[src/rtl/spi_transfer_ctrl.sv]
// SPI command decoder: burst BRAM channel writes/reads, processor launch,
// result readback, status byte, channel-range checking and chip-select abort.
module spi_transfer_ctrl #(
    parameter int ADDR_W = 17,
    parameter int PIXELS = 76800,
    parameter int NUM_CH = 3,
    parameter int CH_W   = 2,
    parameter int RES_W  = 34
) (
    input  logic              clk,
    input  logic              rst,
    input  logic              spi_rx_valid,
    input  logic [7:0]        spi_rx_byte,
    output logic [7:0]        spi_tx_byte,
    input  logic              spi_cs_n,
    output logic [ADDR_W-1:0] bram_addr,
    output logic [CH_W-1:0]   bram_channel,
    output logic              bram_we,
    output logic [7:0]        bram_wdata,
    input  logic [7:0]        bram_rdata,
    output logic              proc_active,
    input  logic              proc_done,
    input  logic [RES_W-1:0]  proc_result,
    output logic [2:0]        state,
    output logic              err
);

    localparam int RES_BYTES = (RES_W + 7) / 8;
    localparam int CNT_MAX   = (PIXELS > RES_BYTES) ? PIXELS : RES_BYTES;
    localparam int CNT_W     = $clog2(CNT_MAX + 1);

    localparam logic [7:0] CMD_WRITE  = 8'h01;
    localparam logic [7:0] CMD_READ   = 8'h02;
    localparam logic [7:0] CMD_PROC   = 8'h03;
    localparam logic [7:0] CMD_RESULT = 8'h04;
    localparam logic [7:0] CMD_STATUS = 8'h05;
    localparam logic [7:0] CMD_CLEAR  = 8'h06;
    localparam logic [7:0] BUSY_BYTE  = 8'hA5;

    typedef enum logic [2:0] {
        S_IDLE   = 3'd0,
        S_GET_CH = 3'd1,
        S_WRITE  = 3'd2,
        S_READ   = 3'd3,
        S_PROC   = 3'd4,
        S_RESULT = 3'd5
    } state_t;

    state_t             state_reg, state_next;
    logic               mode_wr_reg, mode_wr_next;
    logic               err_reg, err_next;
    logic [CH_W-1:0]    channel_reg, channel_next;
    logic [ADDR_W-1:0]  addr_reg, addr_next;
    logic [CNT_W-1:0]   cnt_reg, cnt_next;
    logic               we_reg, we_next;
    logic [7:0]         wdata_reg, wdata_next;
    logic [1:0]         rd_pipe_reg, rd_pipe_next;
    logic [7:0]         rd_byte_reg, rd_byte_next;
    logic [RES_W-1:0]   result_reg, result_next;

    logic [RES_BYTES*8-1:0] result_padded;
    logic [7:0]             result_bytes [RES_BYTES];
    logic [7:0]             res_byte;
    logic [7:0]             status_byte;

    assign result_padded = (RES_BYTES*8)'(result_reg);

    for (genvar gi = 0; gi < RES_BYTES; gi++) begin : g_res_bytes
        assign result_bytes[gi] = result_padded[gi*8 +: 8];
    end

    always_comb begin
        res_byte = 8'h00;
        for (int i = 0; i < RES_BYTES; i++) begin
            if (cnt_reg == CNT_W'(i)) res_byte = result_bytes[i];
        end
    end

    always_ff @(posedge clk or posedge rst) begin
        if (rst) begin
            state_reg   <= S_IDLE;
            mode_wr_reg <= 1'b0;
            err_reg     <= 1'b0;
            channel_reg <= '0;
            addr_reg    <= '0;
            cnt_reg     <= '0;
            we_reg      <= 1'b0;
            wdata_reg   <= 8'h00;
            rd_pipe_reg <= 2'b00;
            rd_byte_reg <= 8'h00;
            result_reg  <= '0;
        end else begin
            state_reg   <= state_next;
            mode_wr_reg <= mode_wr_next;
            err_reg     <= err_next;
            channel_reg <= channel_next;
            addr_reg    <= addr_next;
            cnt_reg     <= cnt_next;
            we_reg      <= we_next;
            wdata_reg   <= wdata_next;
            rd_pipe_reg <= rd_pipe_next;
            rd_byte_reg <= rd_byte_next;
            result_reg  <= result_next;
        end
    end

    always_comb begin
        state_next   = state_reg;
        mode_wr_next = mode_wr_reg;
        err_next     = err_reg;
        channel_next = channel_reg;
        addr_next    = addr_reg;
        cnt_next     = cnt_reg;
        we_next      = 1'b0;
        wdata_next   = wdata_reg;
        rd_pipe_next = {rd_pipe_reg[0], 1'b0};
        rd_byte_next = rd_byte_reg;
        result_next  = result_reg;

        // Address advances the cycle after the write strobe, so the strobe
        // sees the address it was issued for; a finished burst rewinds to 0.
        if (we_reg) begin
            addr_next = (state_reg == S_WRITE) ? addr_reg + ADDR_W'(1) : '0;
        end

        // Read data arrives two edges after the address changes; the address
        // stops at the last pixel so the BRAM is never read past the image.
        if (rd_pipe_reg[1] && state_reg == S_READ) begin
            rd_byte_next = bram_rdata;
            if (addr_reg != ADDR_W'(PIXELS - 1)) addr_next = addr_reg + ADDR_W'(1);
        end

        case (state_reg)
            S_IDLE: begin
                if (spi_rx_valid) begin
                    case (spi_rx_byte)
                        CMD_WRITE:  begin state_next = S_GET_CH; mode_wr_next = 1'b1; end
                        CMD_READ:   begin state_next = S_GET_CH; mode_wr_next = 1'b0; end
                        CMD_PROC:   state_next = S_PROC;
                        CMD_RESULT: begin state_next = S_RESULT; cnt_next = '0; end
                        CMD_STATUS: ;
                        CMD_CLEAR:  err_next = 1'b0;
                        default:    err_next = 1'b1;
                    endcase
                end
            end
            S_GET_CH: begin
                if (spi_rx_valid) begin
                    if (spi_rx_byte < 8'(NUM_CH)) begin
                        channel_next = spi_rx_byte[CH_W-1:0];
                        addr_next    = '0;
                        cnt_next     = '0;
                        if (mode_wr_reg) begin
                            state_next = S_WRITE;
                        end else begin
                            state_next      = S_READ;
                            rd_pipe_next[0] = 1'b1;
                        end
                    end else begin
                        err_next   = 1'b1;
                        state_next = S_IDLE;
                    end
                end
            end
            S_WRITE: begin
                if (spi_rx_valid) begin
                    we_next    = 1'b1;
                    wdata_next = spi_rx_byte;
                    if (cnt_reg == CNT_W'(PIXELS - 1)) begin
                        state_next = S_IDLE;
                        cnt_next   = '0;
                    end else begin
                        cnt_next = cnt_reg + CNT_W'(1);
                    end
                end
            end
            S_READ: begin
                if (spi_rx_valid) begin
                    if (cnt_reg == CNT_W'(PIXELS - 1)) begin
                        state_next = S_IDLE;
                        cnt_next   = '0;
                        addr_next  = '0;
                    end else begin
                        cnt_next        = cnt_reg + CNT_W'(1);
                        rd_pipe_next[0] = 1'b1;
                    end
                end
            end
            S_PROC: begin
                if (proc_done) begin
                    result_next = proc_result;
                    state_next  = S_IDLE;
                end
            end
            S_RESULT: begin
                if (spi_rx_valid) begin
                    if (cnt_reg == CNT_W'(RES_BYTES - 1)) begin
                        state_next = S_IDLE;
                        cnt_next   = '0;
                    end else begin
                        cnt_next = cnt_reg + CNT_W'(1);
                    end
                end
            end
            default: state_next = S_IDLE;
        endcase

        // Deselect abandons any transfer except processing, which must finish.
        if (spi_cs_n && state_reg != S_IDLE && state_reg != S_PROC) begin
            state_next   = S_IDLE;
            addr_next    = '0;
            cnt_next     = '0;
            rd_pipe_next = 2'b00;
        end
    end

    assign proc_active  = (state_reg == S_PROC);
    assign status_byte  = {proc_active, err_reg, 3'b000, state_reg};
    assign state        = state_reg;
    assign err          = err_reg;
    assign bram_addr    = addr_reg;
    assign bram_channel = channel_reg;
    assign bram_we      = we_reg;
    assign bram_wdata   = wdata_reg;

    always_comb begin
        case (state_reg)
            S_READ:   spi_tx_byte = rd_byte_reg;
            S_PROC:   spi_tx_byte = BUSY_BYTE;
            S_RESULT: spi_tx_byte = res_byte;
            default:  spi_tx_byte = status_byte;
        endcase
    end

endmodule
[config.mk]
export PLATFORM = sky130hd
export DESIGN_NAME = spi_transfer_ctrl
export DESIGN_NICKNAME = d
export VERILOG_FILES = /design/src/rtl/spi_transfer_ctrl.sv
export SDC_FILE = /design/constraint.sdc
export NUM_CORES = 1
export LEC_CHECK = 0
export CAP_MARGIN = 20
export CORE_ASPECT_RATIO = 0.8
export CORE_MARGIN = 2
export CORE_UTILIZATION = 49
export CTS_BUF_LIST = sky130_fd_sc_hd__clkbuf_2 sky130_fd_sc_hd__clkbuf_4 sky130_fd_sc_hd__clkbuf_8
export CTS_CLUSTER_SIZE = 20
export DETAILED_ROUTE_END_ITERATION = 12
export PLACE_DENSITY = 0.82
export SLEW_MARGIN = 20
export SYNTH_ARGS = -nofsm -noshare
export SYNTH_HDL_FRONTEND = slang
export SYNTH_SLANG_ARGS = --single-unit
[constraint.sdc]
create_clock -name clk -period 3.09 [get_ports clk]
set_clock_uncertainty 0.05 [all_clocks]
set_input_delay 0.618 -clock clk [delete_from_list [all_inputs] [get_ports clk]]
set_output_delay 0.618 -clock clk [all_outputs]
set_load 0.01 [all_outputs]
### Word level (Yosys, flattened, before mapping)

Index checks and enable logic that the tools add are counted.
W data, S select, Z words.

| storage, ports and cells | value |
|---|---|
| output and inout port bits | 41 |
| input port bits | 55 |
| word-level logic and storage cells | 118 |
| register bits after elaboration | 94 |

| cells by class | value |
|---|---|
| eq/ne operators | 32 |
| add/sub/neg operators | 2 |
| reduce and logical (&&, ||, !) cells | 19 |
| muxes and demuxes | 53 |
| magnitude comparators | 1 |

Operators by type and width:

| operator | number |
|---|---|
| $mux W17 | 18 |
| $pmux W17 S4 | 1 |
| $mux W8 | 5 |
| $add A17 B1 Y17 const B | 2 |
| $eq A17 B2 Y1 const B | 2 |
| $pmux W17 S2 | 1 |
| $mux W3 | 9 |
| $eq A8 B3 Y1 const B | 3 |
| $pmux W8 S3 | 1 |
| $ne A3 B3 Y1 const B | 6 |
| $eq A17 B1 Y1 const B | 1 |
| $eq A17 B17 Y1 const B | 1 |
| $eq A17 B3 Y1 const B | 1 |
| $logic_not A17 Y1 | 1 |
| $ne A17 B17 Y1 const B | 1 |
| $eq A8 B2 Y1 const B | 2 |
| $pmux W3 S5 | 1 |
| $mux W1 | 11 |
| $ne A3 B1 Y1 const B | 3 |
| $pmux W3 S3 | 1 |
| $eq A8 B1 Y1 const B | 1 |
| $lt A8 B2 Y1 const B | 1 |
| $ne A2 B2 Y1 const B | 4 |
| $pmux W1 S2 | 4 |
| other kinds (18) | 26 |

### Logic depth before layout (Yosys ltp)

| depth | value |
|---|---|
| depth in word-level cells | 9 |
| gate-level depth with buffers | 9 |
| gate-level depth less buffers | 7 |

### Worst setup path after synthesis

No wires, ideal clock.

| timing path | value |
|---|---|
| kind | reg2out |
| start point | register state_reg[0], in the netlist state[0] |
| end point | output port spi_tx_byte[2] |
| cell stages (with the launch flop) | 7 |
| buffers on the path | 1 |
| path slack | 0.412 ns |
| required time | 2.422 ns |
| arrival | 2.010 ns |
| cell sequence | dfrtp_1 > clkbuf_1 > nor2b_1 > nand2_1 > nor2_1 > nand2_1 > o32ai_1 |

| between the ends | value |
|---|---|
| cells in the longest elaborated chain, start to end | 2 |
| elaborated cells between the ends (all ways) | 4 |
| those cells by class | 3 x eq/ne; 1 x mux |

RTL lines:

| item | RTL line | RTL |
|---|---|---|
| start, declared | 49 | `state_t state_reg, state_next;` |
| start signal, assigned | 93 | `state_reg <= state_next;` |
| $eq A3 B3 Y1 or $eq A3 B2 Y1 (tied branches) | 227 | `case (state_reg)` |
| $pmux W8 S3 (*) | 227 |  |
| end, declared | 14 | `output logic [7:0] spi_tx_byte,` |

Mark *: on every way between the ends. The rest lies on a longest branch, timed or not.

### Final worst setup path

| timing path | value |
|---|---|
| start point | register cnt_reg[0] |
| end point | output port spi_tx_byte[4] |

| between the ends | value |
|---|---|
| cells in the longest elaborated chain, start to end | 7 |
| elaborated cells between the ends (all ways) | 11 |
| those cells by class | 4 x eq/ne; 6 x mux; 1 x reduce/logical |

RTL lines:

| item | RTL line | RTL |
|---|---|---|
| start, declared | 54 | `logic [CNT_W-1:0] cnt_reg, cnt_next;` |
| start signal, assigned | 98 | `cnt_reg <= cnt_next;` |
| $logic_not A17 Y1 | 75 | `if (cnt_reg == CNT_W'(i)) res_byte = result_bytes[i];` |
| $mux W8 (4 in series) | 75 |  |
| $mux W8 (*) | 75 |  |
| $pmux W8 S3 (*) | 227 |  |

Marks and branches as above.

==> results.json <==
{
  "status": "complete, no violations",
  "via_count": 4934,
  "power_leakage_uw": 0.00279,
  "syn_nets": 615,
  "synth_edf_count": 0,
  "fin_crit_ps": 3050,
  "p_per_area_mw_per_mm2": 583,
  "wl_mm": 14.6,
  "dpl.hpwl_mm": 10.7,
  "synth_common_cells": "dfrtp_1, nand2_1, mux2_2",
  "dr_wl_met2_mm": 7.06,
  "coreArea_mm2": 0.0104,
  "synthArstFlopShare_pct": 100,
  "grt_max_degree": 42,
  "fin_crit_sh_pct": 98.8,
  "cts_tree": "built",
  "critPathKind": "flop to output pin",
  "nFillCells": 835,
  "cp_slowest_stage_delay_ps": 450,
  "min_path_cells": 1,
  "placedInstanceArea_mm2": 0.00652,
  "grt_setup_unrepaired": "yes",
  "synth_cell_types": 61,
  "drtIter0Drc": 479,
  "cts_root_buf": "clkbuf_8",
  "path_buf_inv": 2,
  "synth_flop_cell": "dfrtp_1",
  "path_clk_slew_ps": 90,
  "path_delay_family": "simple AND/OR/NAND/NOR gates",
  "drc_errors": 0,
  "die_h_um": 96.6,
  "ys_warn_count": 0,
  "finalHoldViolCount": 0,
  "antenna_found_initial": 0,
  "grt_pass1_vias": 4816,
  "maxSlewViolCount": 0,
  "layout.nets": 722,
  "syn_inst": 555,
  "cp_cell_sequence": "buf_4 -> ha_1 -> or2_2 -> a221oi_1 -> o31ai_1 -> dlygate4sd2_1",
  "fin_area_mm2": 0.00685,
  "path_max_fanout": 7,
  "grt_use_total_pct": 25.5,
  "synth_area_mm2": 0.00526,
  "reg2reg_depth": 7,
  "die_x_um": 120,
  "cap_violations": 0,
  "ys_top_cells_by_area": "dfrtp_1, mux2_2, nand2_1, o21ai_0, a21oi_1",
  "ant_nets": 0,
  "largest_reg_flops": 34,
  "cts_sinks": 94,
  "slowest_stage": "or2_2",
  "via_per_inst": 6.11,
  "max_freq_mhz": 328,
  "wl_met3_mm": 1.02,
  "grt_pass1_wl_mm": 23.8,
  "finalPower_uw": 3990,
  "grt_overflow": 0,
  "crit_cells": 6,
  "max_slew_margin_pct": 51.8,
  "wl_per_cell_um": 18.1,
  "seq_area_frac_synth_pct": 44.8,
  "wl_met1_mm": 6.40,
  "die-area_mm2": 0.0116,
  "ys_seq_elements": 94,
  "antenna_cells": 0,
  "cp.arrival_ps": 2380,
  "finalWeightedCongestion": 0.919,
  "worst_pin_slew_ps": 721,
  "syn_to_final_growth_pct": 30.3,
  "yosys.area.top_type": "dfrtp_1",
  "setup_viol": 0,
  "worstPathRequired_ps": 2420,
  "start_util_pct": 50.7,
  "routed.top_layer": "met4",
  "synth_area_per_cell_um2": 9.47,
  "ctsHoldBuffers": 0,
  "cp-end-kind": "output pin",
  "clk_latency_ps": 380,
  "port-buffer-count": 95,
  "cts_buffers": 9,
  "cp-start-kind": "flop",
  "synth_top_area_share_pct": 44.8,
  "drive_gt1_share_pct": 18.7,
  "clk_path_buf_depth": 2,
  "htreeDepth": 3,
  "hp-class": "flop to flop",
  "synth.most_common_cell": "dfrtp_1",
  "ios": 96,
  "first_pass_iters": 5,
  "peakVddDrop_mv": 0.309,
  "row_count": 33
}
## cell usage in the layout (no fill, tap or decap), types with 4 or more instances in the layout
| cell type | netlist | final |
|---|---|---|
| dlygate4sd2_1 | 0 | 4 |
| a21oi_1 | 30 | 30 |
| nor3_1 | 16 | 16 |
| nand2_1 | 70 | 69 |
| buf_4 | 0 | 36 |
| or3_1 | 9 | 9 |
| or2_2 | 5 | 5 |
| a31oi_1 | 7 | 7 |
| clkbuf_8 | 0 | 10 |
| clkdlybuf4s50_1 | 0 | 87 |
| and4_1 | 5 | 4 |
| a221o_1 | 6 | 6 |
| inv_1 | 21 | 20 |
| ha_1 | 5 | 4 |
| and3_1 | 8 | 8 |
| o21ai_0 | 34 | 34 |
| o211ai_1 | 6 | 6 |
| dfrtp_1 | 94 | 94 |
| nor2b_1 | 8 | 7 |
| a221oi_1 | 12 | 6 |
| and2_1 | 9 | 9 |
| a221oi_2 | 0 | 4 |
| o2111ai_1 | 9 | 9 |
| a211o_1 | 4 | 4 |
| nand3_1 | 20 | 20 |
| o31ai_1 | 9 | 6 |
| nand4_1 | 8 | 8 |
| a211oi_1 | 15 | 15 |
| nor2_1 | 15 | 14 |
| mux2_2 | 37 | 37 |
## routing by layer
metal / global-route usage (%) / vias up
met5: 0 / -
met3: 6.37 / 17
met4: 7.24 / 0
met2: 39.6 / 215
met1: 35.4 / 2396
li1: - / 2306
## per-stage QoR
step / setup TNS (ps) / utilization [%] / instances / worst slack, ps / hold slack (ps)
floorplan: 0 / - / 555 / 412 / 378
global placement: 0 / 62.9 / 789 / 94.9 / 390
detailed placement: -13.7 / 62.9 / 789 / -13.7 / 390
CTS: 0 / 64.9 / 805 / 11.6 / 411
global route: -75.7 / 66.1 / 807 / -75.7 / 425
finish: 0 / 66.1 / 807 / 37.9 / 408
## cell families (layout without fill, tap and decap cells)
family | after synthesis | in the layout | synth area share (%)
AOI/OAI and AO/OA | 160 | 160 | 21.7
xor gates and xnor gates | 5 | 5 | 0.833
adders and majority gates | 5 | 5 | 1.19
buffers and inverters | 58 | 170 | 4.19
DFF | 94 | 94 | 44.8
muxes | 37 | 37 | 7.93
and+or+nand+nor | 196 | 196 | 19.4
## path summary, 6_finish.rpt
check / startpoint / end / slack [ps]
setup reg to reg: cnt_reg[0]$_DFFE_PP0P_ / cnt_reg[12]$_DFFE_PP0P_ / 340
hold / removal: rd_pipe_reg[0]$_DFF_PP0_ / rd_pipe_reg[1]$_DFF_PP0_ / 410
hold reg to reg: rd_pipe_reg[0]$_DFF_PP0_ / rd_pipe_reg[1]$_DFF_PP0_ / 410
max in group asynchronous: rst / cnt_reg[14]$_DFFE_PP0P_ / 1730
min in group asynchronous: rst / state[0]$_DFFE_PP0P_ / 540
setup / recovery: cnt_reg[0]$_DFFE_PP0P_ / spi_tx_byte[4] / 40
## report_power, final
group | switching (µW) | internal, µW | total (µW)
combinational | 608 | 735 | 1340
clock | 450 | 324 | 774
sequential | 302 | 1570 | 1880
## what timing repair did
| item | CTS | global route |
|---|---|---|
| buffers inserted | 0 | 2 |
| endpoints found under the setup margin | 8 | 8 |
| gates resized for setup | 15 | 28 |
| pin swaps | 0 | 4 |
## area by class of cell
| cell class | instances | area [µm²] | area share (%) |
|---|---|---|---|
| clock inverter | 5 | 33.8 | 0.493 |
| sequential | 94 | 2350 | 34.4 |
| inverter | 22 | 86.3 | 1.26 |
| tap | 140 | 175 | 2.56 |
| multi-input combinational | 403 | 2840 | 41.4 |
| clock buffer | 11 | 145 | 2.12 |
| timing repair buffer | 132 | 1220 | 17.8 |
No activity file was read; power rests on OpenSTA's default activity.
